--- config.mk ---
export PLATFORM = sky130hd
export DESIGN_NAME = gbc_dma_mover
export DESIGN_NICKNAME = d
export VERILOG_FILES = /design/src/rtl/gbc_dma_pkg.sv /design/src/rtl/gbc_dma_srcmap.sv /design/src/rtl/gbc_dma_mover.sv
export SDC_FILE = /design/constraint.sdc
export NUM_CORES = 1
export LEC_CHECK = 0
export ABC_AREA = 1
export BUFFER_PORTS_ARGS = -buffer_cell sky130_fd_sc_hd__buf_4
export CORE_UTILIZATION = 26
export DETAILED_ROUTE_END_ITERATION = 10
export PLACE_DENSITY_LB_ADDON = 0.25
export SLEW_MARGIN = 10
export SYNTH_ARGS = -nofsm -noshare
export SYNTH_HDL_FRONTEND = slang
export SYNTH_HIERARCHICAL = 1
export SYNTH_SLANG_ARGS = --single-unit
--- constraint.sdc ---
create_clock -name clk -period 4.1 [get_ports clk]
set_clock_uncertainty 0.15 [all_clocks]
set_input_delay 0.82 -clock clk [delete_from_list [all_inputs] [get_ports clk]]
set_output_delay 0.82 -clock clk [all_outputs]
set_load 0.03 [all_outputs]
--- src/rtl/gbc_dma_pkg.sv ---
// Shared types and constants for the GBC HDMA/GDMA byte mover and its source-address mapper.
package gbc_dma_pkg;

  typedef enum logic [2:0] {
    IDLE = 3'd0,
    REQ  = 3'd1,
    WAIT = 3'd2,
    CAP  = 3'd3,
    WR   = 3'd4
  } dma_state_e;

  localparam logic [15:0] VRAM_BASE       = 16'h8000;
  localparam logic [15:0] ECHO_MASK       = 16'hBFFF;
  localparam logic [15:0] REGION_MASK     = 16'hE000;
  localparam logic [7:0]  OPEN_BUS        = 8'hFF;
  localparam logic [1:0]  LCD_MODE_HBLANK = 2'b00;
  localparam logic [1:0]  LCD_MODE_XFER   = 2'b11;

  // True when the address lies in the 8 KB region starting at base.
  function automatic logic in_region(input logic [15:0] addr, input logic [15:0] base);
    return (addr & REGION_MASK) == base;
  endfunction

endpackage

--- src/rtl/gbc_dma_srcmap.sv ---
// Combinational DMA source-address mapper: E000-FFFF folds onto A000-BFFF, and
// 8000-9FFF is flagged as a VRAM source that must not be read over the bus.
module gbc_dma_srcmap
  import gbc_dma_pkg::*;
(
  input  logic [15:0] src_i,
  output logic [15:0] bus_addr_o,
  output logic        vram_src_o
);

  // Map the source and detect VRAM-as-source.
  always_comb begin
    bus_addr_o = src_i;
    vram_src_o = in_region(src_i, VRAM_BASE);
    if (in_region(src_i, REGION_MASK)) begin
      bus_addr_o = src_i & ECHO_MASK;
    end else begin
      bus_addr_o = src_i;
    end
  end

endmodule

--- src/rtl/gbc_dma_mover.sv ---
// Per-byte bus sequencer behind the GBC HDMA/GDMA controller: one source read and one
// VRAM write per new source address. Optional macro: GBC_VRAM_MODE3_LOCK_EN.
module gbc_dma_mover
  import gbc_dma_pkg::*;
#(
  parameter int unsigned RD_LATENCY = 1,
  parameter int unsigned CNT_W      = 12
) (
  input  logic             clk,
  input  logic             reset,
  input  logic             hdma_rd,
  input  logic             hdma_active,
  input  logic [15:0]      hdma_source_addr,
  input  logic [15:0]      hdma_target_addr,
  input  logic             vbk,
  input  logic [1:0]       lcd_mode,
  output logic [15:0]      bus_addr,
  output logic             bus_rd,
  input  logic [7:0]       bus_rdata,
  output logic             vram_we,
  output logic [12:0]      vram_addr,
  output logic             vram_bank,
  output logic [7:0]       vram_wdata,
  output logic             cpu_stall,
  output logic             busy,
  output logic [CNT_W-1:0] bytes_done,
  output logic             overrun
`ifdef GBC_VRAM_MODE3_LOCK_EN
  ,
  output logic [7:0]       dropped_writes
`endif
);

  localparam logic [1:0] WAIT_INIT = (RD_LATENCY > 2) ? 2'(RD_LATENCY - 2) : 2'd0;
  localparam logic [CNT_W-1:0] CNT_ONE = {{(CNT_W-1){1'b0}}, 1'b1};

  dma_state_e state_q, state_d;
  logic [1:0]       wait_cnt_q, wait_cnt_d;
  logic [15:0]      bus_addr_q, bus_addr_d;
  logic             bus_rd_q, bus_rd_d;
  logic             vram_we_q, vram_we_d;
  logic [12:0]      vram_addr_q, vram_addr_d;
  logic             vram_bank_q, vram_bank_d;
  logic [7:0]       vram_wdata_q, vram_wdata_d;
  logic [12:0]      tgt_q, tgt_d;
  logic             bank_q, bank_d;
  logic             src_vram_q, src_vram_d;
  logic [15:0]      last_src_q, last_src_d;
  logic             valid_last_q, valid_last_d;
  logic [CNT_W-1:0] bytes_done_q, bytes_done_d;
  logic             overrun_q, overrun_d;
  logic             busy_q, busy_d;
  logic             active_q;
`ifdef GBC_VRAM_MODE3_LOCK_EN
  logic             drop_q, drop_d;
  logic [7:0]       dropped_q, dropped_d;
`endif

  logic [15:0] src_map_s;
  logic        src_vram_s;
  logic        active_rise_s;
  logic        valid_last_eff_s;
  logic        trig_s;
  logic        mid_seq_s;
  logic        unused_s;

  gbc_dma_srcmap u_srcmap (
    .src_i      (hdma_source_addr),
    .bus_addr_o (src_map_s),
    .vram_src_o (src_vram_s)
  );

  // A new transfer forgets the last address in the same cycle it starts, so an
  // identical first address still triggers.
  assign active_rise_s    = hdma_active & ~active_q;
  assign valid_last_eff_s = valid_last_q & ~active_rise_s;
  assign trig_s           = hdma_rd & (~valid_last_eff_s | (hdma_source_addr != last_src_q));
  assign mid_seq_s        = (state_q == REQ) || (state_q == WAIT) || (state_q == CAP);
  assign unused_s         = ^{hdma_target_addr[15:13], lcd_mode};

  // Next-state, byte sequencing, progress counters and registered output values.
  always_comb begin
    state_d      = state_q;
    wait_cnt_d   = wait_cnt_q;
    bus_addr_d   = bus_addr_q;
    bus_rd_d     = 1'b0;
    vram_we_d    = 1'b0;
    vram_addr_d  = vram_addr_q;
    vram_bank_d  = vram_bank_q;
    vram_wdata_d = vram_wdata_q;
    tgt_d        = tgt_q;
    bank_d       = bank_q;
    src_vram_d   = src_vram_q;
    last_src_d   = last_src_q;
    valid_last_d = valid_last_eff_s;
    bytes_done_d = bytes_done_q;
    overrun_d    = overrun_q;
`ifdef GBC_VRAM_MODE3_LOCK_EN
    drop_d       = 1'b0;
    dropped_d    = dropped_q;
`endif

    if (state_q == WR) begin
      if (bytes_done_q != {CNT_W{1'b1}}) begin
        bytes_done_d = bytes_done_q + CNT_ONE;
      end else begin
        bytes_done_d = bytes_done_q;
      end
`ifdef GBC_VRAM_MODE3_LOCK_EN
      if (drop_q && (dropped_q != 8'hFF)) begin
        dropped_d = dropped_q + 8'd1;
      end else begin
        dropped_d = dropped_q;
      end
`endif
    end else begin
      bytes_done_d = bytes_done_q;
    end

    if (active_rise_s) begin
      bytes_done_d = {CNT_W{1'b0}};
`ifdef GBC_VRAM_MODE3_LOCK_EN
      dropped_d    = 8'd0;
`endif
    end else begin
      valid_last_d = valid_last_eff_s;
    end

    // With hdma_rd low, the next byte boundary forgets the last address.
    if (!hdma_rd && ((state_q == IDLE) || (state_q == WR))) begin
      valid_last_d = 1'b0;
    end else begin
      valid_last_d = valid_last_d;
    end

    case (state_q)
      IDLE: begin
        state_d = IDLE;
      end
      REQ: begin
        if (RD_LATENCY > 1) begin
          state_d    = WAIT;
          wait_cnt_d = WAIT_INIT;
        end else begin
          state_d    = CAP;
        end
      end
      WAIT: begin
        if (wait_cnt_q == 2'd0) begin
          state_d = CAP;
        end else begin
          wait_cnt_d = wait_cnt_q - 2'd1;
        end
      end
      CAP: begin
        state_d      = WR;
        vram_addr_d  = tgt_q;
        vram_bank_d  = bank_q;
        vram_wdata_d = src_vram_q ? OPEN_BUS : bus_rdata;
`ifdef GBC_VRAM_MODE3_LOCK_EN
        // lcd_mode is sampled as the write is launched into WR.
        vram_we_d    = (lcd_mode != LCD_MODE_XFER);
        drop_d       = (lcd_mode == LCD_MODE_XFER);
`else
        vram_we_d    = 1'b1;
`endif
      end
      WR: begin
        state_d = IDLE;
      end
      default: begin
        state_d = IDLE;
      end
    endcase

    // A new address always restarts at REQ; mid-sequence it drops the pending byte.
    if (trig_s) begin
      state_d      = REQ;
      wait_cnt_d   = 2'd0;
      vram_we_d    = 1'b0;
      vram_addr_d  = vram_addr_q;
      vram_bank_d  = vram_bank_q;
      vram_wdata_d = vram_wdata_q;
`ifdef GBC_VRAM_MODE3_LOCK_EN
      drop_d       = 1'b0;
`endif
      bus_rd_d     = ~src_vram_s;
      bus_addr_d   = src_map_s;
      src_vram_d   = src_vram_s;
      tgt_d        = hdma_target_addr[12:0];
      bank_d       = vbk;
      last_src_d   = hdma_source_addr;
      valid_last_d = 1'b1;
      if (mid_seq_s) begin
        overrun_d = 1'b1;
      end else begin
        overrun_d = overrun_q;
      end
    end else begin
      bus_rd_d = 1'b0;
    end

    busy_d = (state_d != IDLE);
  end

  // State and output registers with synchronous reset.
  always_ff @(posedge clk) begin
    if (reset) begin
      state_q      <= IDLE;
      wait_cnt_q   <= 2'd0;
      bus_addr_q   <= 16'h0000;
      bus_rd_q     <= 1'b0;
      vram_we_q    <= 1'b0;
      vram_addr_q  <= 13'h0000;
      vram_bank_q  <= 1'b0;
      vram_wdata_q <= 8'h00;
      tgt_q        <= 13'h0000;
      bank_q       <= 1'b0;
      src_vram_q   <= 1'b0;
      last_src_q   <= 16'hFFFF;
      valid_last_q <= 1'b0;
      bytes_done_q <= {CNT_W{1'b0}};
      overrun_q    <= 1'b0;
      busy_q       <= 1'b0;
      active_q     <= 1'b0;
`ifdef GBC_VRAM_MODE3_LOCK_EN
      drop_q       <= 1'b0;
      dropped_q    <= 8'd0;
`endif
    end else begin
      state_q      <= state_d;
      wait_cnt_q   <= wait_cnt_d;
      bus_addr_q   <= bus_addr_d;
      bus_rd_q     <= bus_rd_d;
      vram_we_q    <= vram_we_d;
      vram_addr_q  <= vram_addr_d;
      vram_bank_q  <= vram_bank_d;
      vram_wdata_q <= vram_wdata_d;
      tgt_q        <= tgt_d;
      bank_q       <= bank_d;
      src_vram_q   <= src_vram_d;
      last_src_q   <= last_src_d;
      valid_last_q <= valid_last_d;
      bytes_done_q <= bytes_done_d;
      overrun_q    <= overrun_d;
      busy_q       <= busy_d;
      active_q     <= hdma_active;
`ifdef GBC_VRAM_MODE3_LOCK_EN
      drop_q       <= drop_d;
      dropped_q    <= dropped_d;
`endif
    end
  end

  assign bus_addr   = bus_addr_q;
  assign bus_rd     = bus_rd_q;
  assign vram_we    = vram_we_q;
  assign vram_addr  = vram_addr_q;
  assign vram_bank  = vram_bank_q;
  assign vram_wdata = vram_wdata_q;
  assign busy       = busy_q;
  assign cpu_stall  = hdma_active | busy_q;
  assign bytes_done = bytes_done_q;
  assign overrun    = overrun_q;
`ifdef GBC_VRAM_MODE3_LOCK_EN
  assign dropped_writes = dropped_q;
`endif

endmodule

==> impl_metrics.toml, run 1 <==
[clocking]
cts_max_level = 3
post_cts_buffers = 0
cts_inserted_buffers = 9
clock-root-buffer = "clkbuf_16"
cts.path.max_buffers = 2
cts_resized = 0
clkLatencyLatePin_ps = 340
cts_tree = "done"
clk_pin_slew_ps = 60
clock-sinks = 92
hold_buffers = 0

[yosys]
syn_inst = 546
synth_adder_area_share = 0.00625
async_flop_share = 0
yosysSeqAreaShare = 0.460
synth_top_family_by_area = "simple AND/OR/NAND/NOR gates"
synth_compound_area_frac = 0.0932
avgSynthCellArea_um2 = 7.33
syn_nets = 595
synth_xor_area_frac = 0.0328
synth.cell_area_um2 = 4000
synth_mux_area_frac = 0
synth_top_flop_cell = "dfxtp_1"
synth-edff-count = 0
yosysUniqueCellTypes = 30
yosys_warnings = 6
ys_seq_elements = 92
synthSimpleGateAreaFrac = 0.294

[detailed_routing]
ant_nets = 0
dr.pass1.iters = 4
vias = 3524
drc = 0
viasPerCell = 4.37
wl_per_cell_um = 12.2
routed_wl_um = 9810
drt_iter0_markers = 192

[die]
die_w_um = 126
die_area_um2 = 15900
coreArea_um2 = 14800
start_util = 0.271
ioPinCount = 102
num_rows = 44
die_y_um = 126

[sta]
finalCriticalPeriod_ps = 2420
worst_slew_pin_slew_ps = 568
fmax_mhz = 413
fin_crit_sh = 0.591
slew_viol_final = 0
setup_tns_ps = 0
relSlewSlack = 0.621
setup_viol = 0
hold_viol = 0
rsz0062_at_grt = "no"

[worst_setup_path]
cp.required_ps = 4180
cp.arrival_ps = 2500
crit_path_end_kind = "register"
worstSetupPathType = "in -> reg"
cp_max_fo = 28
critical_path.startpoint_type = "input pin"

[global_routing]
grt_pass1_wl_um = 16100
first_global_vias = 3232
antenna_found_initial = 0
grt_max_degree = 45
grt.total_usage = 0.129
grt-ovfl-total = 0

[layout]
mostFrequentLayoutCell = "nand2_1"
finalInstanceArea_um2 = 5000
drive_gt1_frac = 0.205
layout-area-overhead-vs-synth_pct = 24.9
mostFrequentLayoutCells = "150 x nand2_1, 101 x buf_4, 92 x dfxtp_1, 56 x nand3_1, 53 x nor2_1"
nNetsFinal = 667
antenna_cells = 0

[pwr]
finalPower_mw = 1.97
p_per_area_nw_per_um2 = 393
peakVddDrop_uv = 163
p_leak_nw = 2.25

[placement]
gp_congestion = 0.799
place_hpwl_um = 6720
io_buffers = 96
dpl_cell_area_um2 = 4720

[hold_path]
hp-class = "reg -> reg"

[status]
status = "finished clean"

[run]
max_cap_viol_count = 0
==> worst max-delay path: stages <==
cell     delay (ps)
buf_4           120
nand2_1          60
nand2_1          50
nor2_1          120
nand3_1         150
nor2_2          150
nand2_1         110
nand2_4         280
buf_4           370
nand3_1         110
nand2_1          80
nor2_1           50
==> flip-flops by register name, indices dropped and copies added (netlist names) <==
| signal | flops |
|---|---|
| bus_addr | 16 |
| valid_last_q | 1 |
| bank_q | 1 |
| bus_rd | 1 |
| tgt_q | 13 |
| vram_addr | 13 |
| active_q | 1 |
| wait_cnt_q | 2 |
| bytes_done | 12 |
| vram_bank | 1 |
| overrun | 1 |
| last_src_q | 16 |
| busy | 1 |
| vram_wdata | 8 |
| src_vram_q | 1 |
| state_q | 3 |
| vram_we | 1 |
==> synthesized netlist by cell type, types with 3 or more instances <==
cell type  count  area (um2)
nand2_1      150         563
dfxtp_1       92        1840
nand3_1       56         280
nor2_1        54         203
inv_1         46         173
a21oi_1       39         195
buf_4         18         135
o21ai_0       13        65.1
xor2_1        12         105
clkbuf_1       9        33.8
buf_6          7        78.8
o211ai_1       7        52.6
nor3_1         6        30.0
o21ai_1        6        30.0
buf_2          4        20.0
or2_2          4        25.0
nor2_2         3        18.8
xnor2_1        3        26.3
==> metrics by stage <==
step,worst slack (ps),util,std cells,hold WS (ps)
detailed placement,1290,0.320,791,305
CTS,1650,0.339,807,317
global placement,1350,0.320,791,297
floorplan,1940,-,546,287
global route,1470,0.339,807,342
finish,1680,0.339,807,312
==> per-layer routing <==
layer	routed length, um	share of wire	vias up	GRT usage
met5	0	0	-	0
met3	333	0.034	11	0.0246
met4	189	0.019	0	0.0617
met2	4500	0.46	68	0.206
li1	-	-	1862	-
met1	4790	0.49	1583	0.166
==> cell type report <==
| type | count | area [um2] |
|---|---|---|
| fillers | 1576 | 9750 |
| flip-flops and latches | 92 | 1840 |
| multi-input cells | 366 | 1710 |
| repair buffers | 101 | 758 |
| clock buffers | 15 | 278 |
| well taps | 184 | 230 |
| inverters | 48 | 180 |
| clock inverters | 1 | 5.00 |
==> where the power goes <==
part	total [mW]	switching, mW	internal [mW]
logic	0.217	0.133	0.0849
clock network	0.800	0.339	0.461
registers	0.950	0.0189	0.931
==> path summary, 6_finish.rpt <==
path                                          start            end  slack [ps]  cells past startpoint
worst min-delay path                      tgt_q[11]      tgt_q[11]         310                      2
worst min register to register            tgt_q[11]      tgt_q[11]         310                      2
worst max register to register        last_src_q[1]  vram_wdata[1]        1890                     12
worst max-delay path            hdma_source_addr[1]  vram_wdata[1]        1680                     12
==> cells by family (layout without fill, tap and decap cells) <==
logic type	Yosys count	in the layout
AND/OR/NAND/NOR	280	280
flip-flops	92	92
buffers and inverters	88	165
AO/OA/AOI/OAI	69	69
XOR/XNOR	15	15
adder cells (fa/ha/maj)	2	2
No activity file was read; power rests on OpenSTA's default activity.
==> inputs of run 2 (changes only) <==
==> constraint.sdc (replaced) <==
create_clock -name clk -period 2.2 [get_ports clk]
set_clock_uncertainty 0.15 [all_clocks]
set_input_delay 0.44 -clock clk [delete_from_list [all_inputs] [get_ports clk]]
set_output_delay 0.44 -clock clk [all_outputs]
set_load 0.03 [all_outputs]
==> run 2 against run 1 <==
  * First-iteration DRC count up 7.8%
  * Critical path depth down 1
  * Cell count up 0.25%
  * Setup slack got worse by 1500 ps
  * Core utilization up 0.36 points
  * Power is 85% higher
  * Sequential cell count is the same
  * Sequential power rose by 86%
  * Sequential share of layout area fell by 0.38 points
  * Global-route usage shrank 0.070 points
==> impl_metrics.toml, run 2 (synthesis results as in run 1) <==
[status]
status = "finished clean"

[run]
max_cap_viol_count = 0

[global_routing]
grt.total_usage = 0.128
top_usage_layer = "met2"
first_global_vias = 3302
grt_max_degree = 45
globalRouteMet3Util = 0.0263
grt_pass1_wl_um = 16200
grt-ovfl-total = 0
grt_use_met2 = 0.207
antenna_found_initial = 0
grt.met1_usage = 0.163

[detailed_routing]
wl_per_cell_um = 12.3
routed_wl_um = 9910
viasPerCell = 4.44
drc = 0
dr.pass1.iters = 4
drt_iter0_markers = 207
ant_nets = 0
vias = 3592

[clocking]
clock-sinks = 92
cts.path.max_buffers = 2
cts_inserted_buffers = 9
clk_pin_slew_ps = 60
cts_tree = "done"
hold_buffers = 0
clkLatencyLatePin_ps = 330
cts_max_level = 3
clock-root-buffer = "clkbuf_16"

[worst_setup_path]
path_cells = "ha_1, nand3_1, nor2_1, nand2_1, nor2_2, nand2_1, nand2_4, inv_2, nand2_1, nand2_1, a21oi_1"
worstSetupPathType = "reg -> reg"
cp.required_ps = 2310
crit_path_max_incr_delay_ps = 440
cp.arrival_ps = 2120
cp_max_fo = 13
crit_path_end_kind = "register"
critical_path.startpoint_type = "register"
crit_slowest_cell = "dfxtp_1"
cpMostUsedCell = "nand2_1"

[layout]
antenna_cells = 0
nNetsFinal = 670
fillCellCount = 1580
layout-area-overhead-vs-synth_pct = 26.3
finalInstanceArea_um2 = 5050
mostFrequentLayoutCell = "nand2_1"
mostFrequentLayoutCells = "150 x nand2_1, 101 x buf_4, 92 x dfxtp_1, 56 x nand3_1, 53 x nor2_1"
final_cells = 809
ff_latch_area_um2 = 1840
drive_gt1_frac = 0.210
multi_input_area_um2 = 1710

[die]
coreArea_um2 = 14800
num_rows = 44
die_y_um = 126
die_area_um2 = 15900
ioPinCount = 102
die_w_um = 126
start_util = 0.271

[pwr]
peakVddDrop_uv = 315
switching_share = 0.250
pwr-share-seq = 0.488
finalPower_mw = 3.63
combPwrFrac = 0.115
internal_power_mw = 2.72
p_per_area_nw_per_um2 = 719
pwr-share-clk = 0.397
power_switching_uw = 908
p_leak_nw = 2.28

[sta]
setup_tns_ps = 0
whs_ps = 157
hold_viol = 0
relSlewSlack = 0.689
rsz0062_at_grt = "no"
finalCriticalPeriod_ps = 2000
fin_crit_sh = 0.911
slew_viol_final = 0
worst_slew_pin_slew_ps = 466
setup_viol = 0
fmax_mhz = 499

[placement]
place_hpwl_um = 7000
dp_cells = 794
gp_congestion = 0.794
dpl_cell_area_um2 = 4780
io_buffers = 96

[hold_path]
hp-class = "in -> reg"
-- run 2: changes by cell type in the layout (fill, tap and decap cells not counted), sizes merged --
| cell | before | now |
|---|---|---|
| clkbuf | 15 | 13 |
| clkinv | 2 | 3 |
| buf | 101 | 104 |
-- run 2: per-stage QoR --
| step | util | setup WS, ps |
|---|---|---|
| floorplan | - | 267 |
| global placement | 0.324 | 134 |
| detailed placement | 0.324 | 103 |
| CTS | 0.342 | 150 |
| global route | 0.343 | 8.64 |
| finish | 0.343 | 195 |
-- run 2: metal layers --
metal,up-vias,routed length (um)
met2,69,4560
met5,-,0
li1,1865,-
met3,18,376
met1,1640,4780
met4,0,203
-- run 2: path summary, 6_finish.rpt --
path | startpoint | endpoint | slack (ps) | cells past startpoint
worst max-delay path | bytes_done[0] | bytes_done[8] | 200 | 11
worst min-delay path | hdma_source_addr[2] | bus_addr[2] | 160 | 3
worst max register to register | bytes_done[0] | bytes_done[8] | 200 | 11
worst min register to register | tgt_q[6] | tgt_q[6] | 310 | 2
-- run 2: repair_timing --
item / 4_1_cts / 5_1_grt
buffers inserted: 0 / 0
endpoints found under the hold margin: 0 / 0
setup endpoints to repair: 0 / 4
gates resized for setup: 0 / 1
-- run 2: cell type report --
type	count	share of cell area
clock inverter	2	0.00198
multi-input combinational	366	0.339
tap	184	0.0456
inverter	48	0.0357
sequential	92	0.364
timing repair buffer	104	0.162
clock buffer	13	0.0515
-- run 2: power by group through the flow --
stage               Sequential (mW)  Clock (mW)  Combinational (mW)
floorplan                      1.86           0               0.221
global placement               1.81           0               0.418
detailed placement             1.81           0               0.424
CTS                            1.77        1.49               0.426
global route                   1.78        1.57               0.468
finish                         1.77        1.44               0.418
-- run 2: worst max-delay path, delay by kind of cell (launching register included) --
kind,cells,cell delay [ps]
simple gates,8,840
flops,1,440
fa+ha+maj,1,260
buf+inv,1,120
compound gates,1,110
==> inputs of run 3 (changes only) <==
--- a/config.mk
+++ b/config.mk
@@ -9,7 +9,7 @@
 export BUFFER_PORTS_ARGS = -buffer_cell sky130_fd_sc_hd__buf_4
 export CORE_UTILIZATION = 26
 export DETAILED_ROUTE_END_ITERATION = 10
-export PLACE_DENSITY_LB_ADDON = 0.25
+export PLACE_DENSITY_LB_ADDON = 0.15
 export SLEW_MARGIN = 10
 export SYNTH_ARGS = -nofsm -noshare
 export SYNTH_HDL_FRONTEND = slang
==> run 3 against run 2 <==
  * Sequential cell count did not move
  * Non-clock buffer count rose by 2
  * Sequential power barely moved
  * Hold slack got worse by 8.7 ps
  * Core utilization rose by 0.85 points
  * Setup slack improved by 46 ps
  * Combinational power rose by 1%
  * First-iteration DRC count rose by 1.4%
  * Power rose by 10%
  * Die area did not move
  * Global-route usage rose by 0.31 points
  * Critical path type unchanged
  * Critical endpoint unchanged
  * Largest power group is now clock
  * Highest routed layer unchanged
==> impl_metrics.toml, run 3 (synthesis results as in run 1) <==
[pwr]
finalPower_mw = 4.01
p_leak_nw = 2.33
p_per_area_nw_per_um2 = 775
peakVddDrop_uv = 388

[sta]
fmax_mhz = 511
finalCriticalPeriod_ps = 1960
worst_slew_pin_slew_ps = 446
setup_viol = 0
rsz0062_at_grt = "no"
fin_crit_sh = 0.890
slew_viol_final = 0
relSlewSlack = 0.703
whs_ps = 148
fin_ws_ps = 242
hold_viol = 0
setup_tns_ps = 0

[status]
status = "finished clean"

[clocking]
cts_max_level = 3
hold_buffers = 0
cts_tree = "done"
clk_pin_slew_ps = 70
cts.path.max_buffers = 2
clock-sinks = 92
cts_inserted_buffers = 9
clkLatencyLatePin_ps = 340
clock-root-buffer = "clkbuf_16"
post_cts_buffers = 0

[die]
coreArea_um2 = 14800
start_util = 0.271
ioPinCount = 102
die_area_um2 = 15900
die_y_um = 126
num_rows = 44
die_w_um = 126

[global_routing]
grt_max_degree = 48
antenna_found_initial = 0
grt-ovfl-total = 0
grt_pass1_wl_um = 16300
first_global_vias = 3365
grt.total_usage = 0.131

[detailed_routing]
drc = 0
drt_iter0_markers = 210
ant_nets = 0
dr.pass1.iters = 4
routed_wl_um = 9970
wl_per_cell_um = 12.3
vias = 3559
viasPerCell = 4.38

[worst_setup_path]
cpMostUsedCell = "nand2_1"
cp.required_ps = 2320
path_cells = "ha_1, nand3_1, nor2_1, nand2_1, nor2_2, nand2_1, nand2_4, inv_2, nand2_1, nand2_1, a21oi_1"
critical_path.startpoint_type = "register"
worstSetupPathType = "reg -> reg"
crit_path_end_kind = "register"
cp_max_fo = 13
path_buf_inv = 1
cp.arrival_ps = 2080
crit_path_max_incr_delay_ps = 410
cpLargestDelayFamily = "simple AND/OR/NAND/NOR gates"
crit_slowest_cell = "dfxtp_1"

[layout]
mostFrequentLayoutCell = "nand2_1"
nNetsFinal = 672
finalInstanceArea_um2 = 5180
antenna_cells = 0
layout-area-overhead-vs-synth_pct = 29.4
drive_gt1_frac = 0.215
mostFrequentLayoutCells = "150 x nand2_1, 102 x buf_4, 92 x dfxtp_1, 56 x nand3_1, 53 x nor2_1"

[placement]
dp_worst_setup_slack_ps = -72.8
dpl_cell_area_um2 = 4810
io_buffers = 96
place_hpwl_um = 6830
gp_congestion = 0.756

[run]
max_cap_viol_count = 0

[hold_path]
hp-class = "in -> reg"
-- run 3: cell count changes in the layout (fill, tap and decap cells not counted), sizes merged --
cell / delta
buf: +2
bufinv: +3
clkbuf: -1
clkinv: -1
-- run 3: tightest hold or removal path, stage by stage --
cell and delay, ps:
buf_4 80, nand2_1 40, o21ai_0 50
-- run 3: worst paths after layout --
| path | to | slack (ps) | cells after the start | start |
|---|---|---|---|---|
| hold / removal | tgt_q[0] | 150 | 3 | hdma_target_addr[0] |
| setup reg to reg | bytes_done[8] | 240 | 11 | bytes_done[1] |
| hold reg to reg | tgt_q[6] | 310 | 2 | tgt_q[6] |
| setup / recovery | bytes_done[8] | 240 | 11 | bytes_done[1] |
-- run 3: repair_timing --
item                                    in CTS  in global routing
hold endpoints to repair                     0                  0
endpoints found under the setup margin       0                 18
resized for setup                            0                  3
-- run 3: layout make-up --
type	instances	area [um2]
clock buffers	12	256
clock inverters	4	95.1
fillers	1609	9580
inverters	48	180
multi-input cells	366	1720
flip-flops and latches	92	1840
well taps	184	230
repair buffers	106	853
-- run 3: metrics by stage --
step,instances,utilization
final,812,0.351
after floorplan,546,-
after detailed placement,796,0.326
after global placement,796,0.326
after CTS,812,0.350
after global routing,812,0.351
-- run 3: layer usage --
layer,vias up,global-route usage,routed length (um)
li1,1873,-,-
met1,1604,0.159,4600
met2,70,0.217,4710
met3,12,0.0314,436
met4,0,0.0645,216
met5,-,0,0
-- run 3: power breakdown --
group / leakage (nW) / internal [mW] / switching [mW] / total (mW)
combinational: 1.40 / 0.175 / 0.249 / 0.424
clock: 0.173 / 1.17 / 0.646 / 1.82
sequential: 0.754 / 1.73 / 0.0358 / 1.77
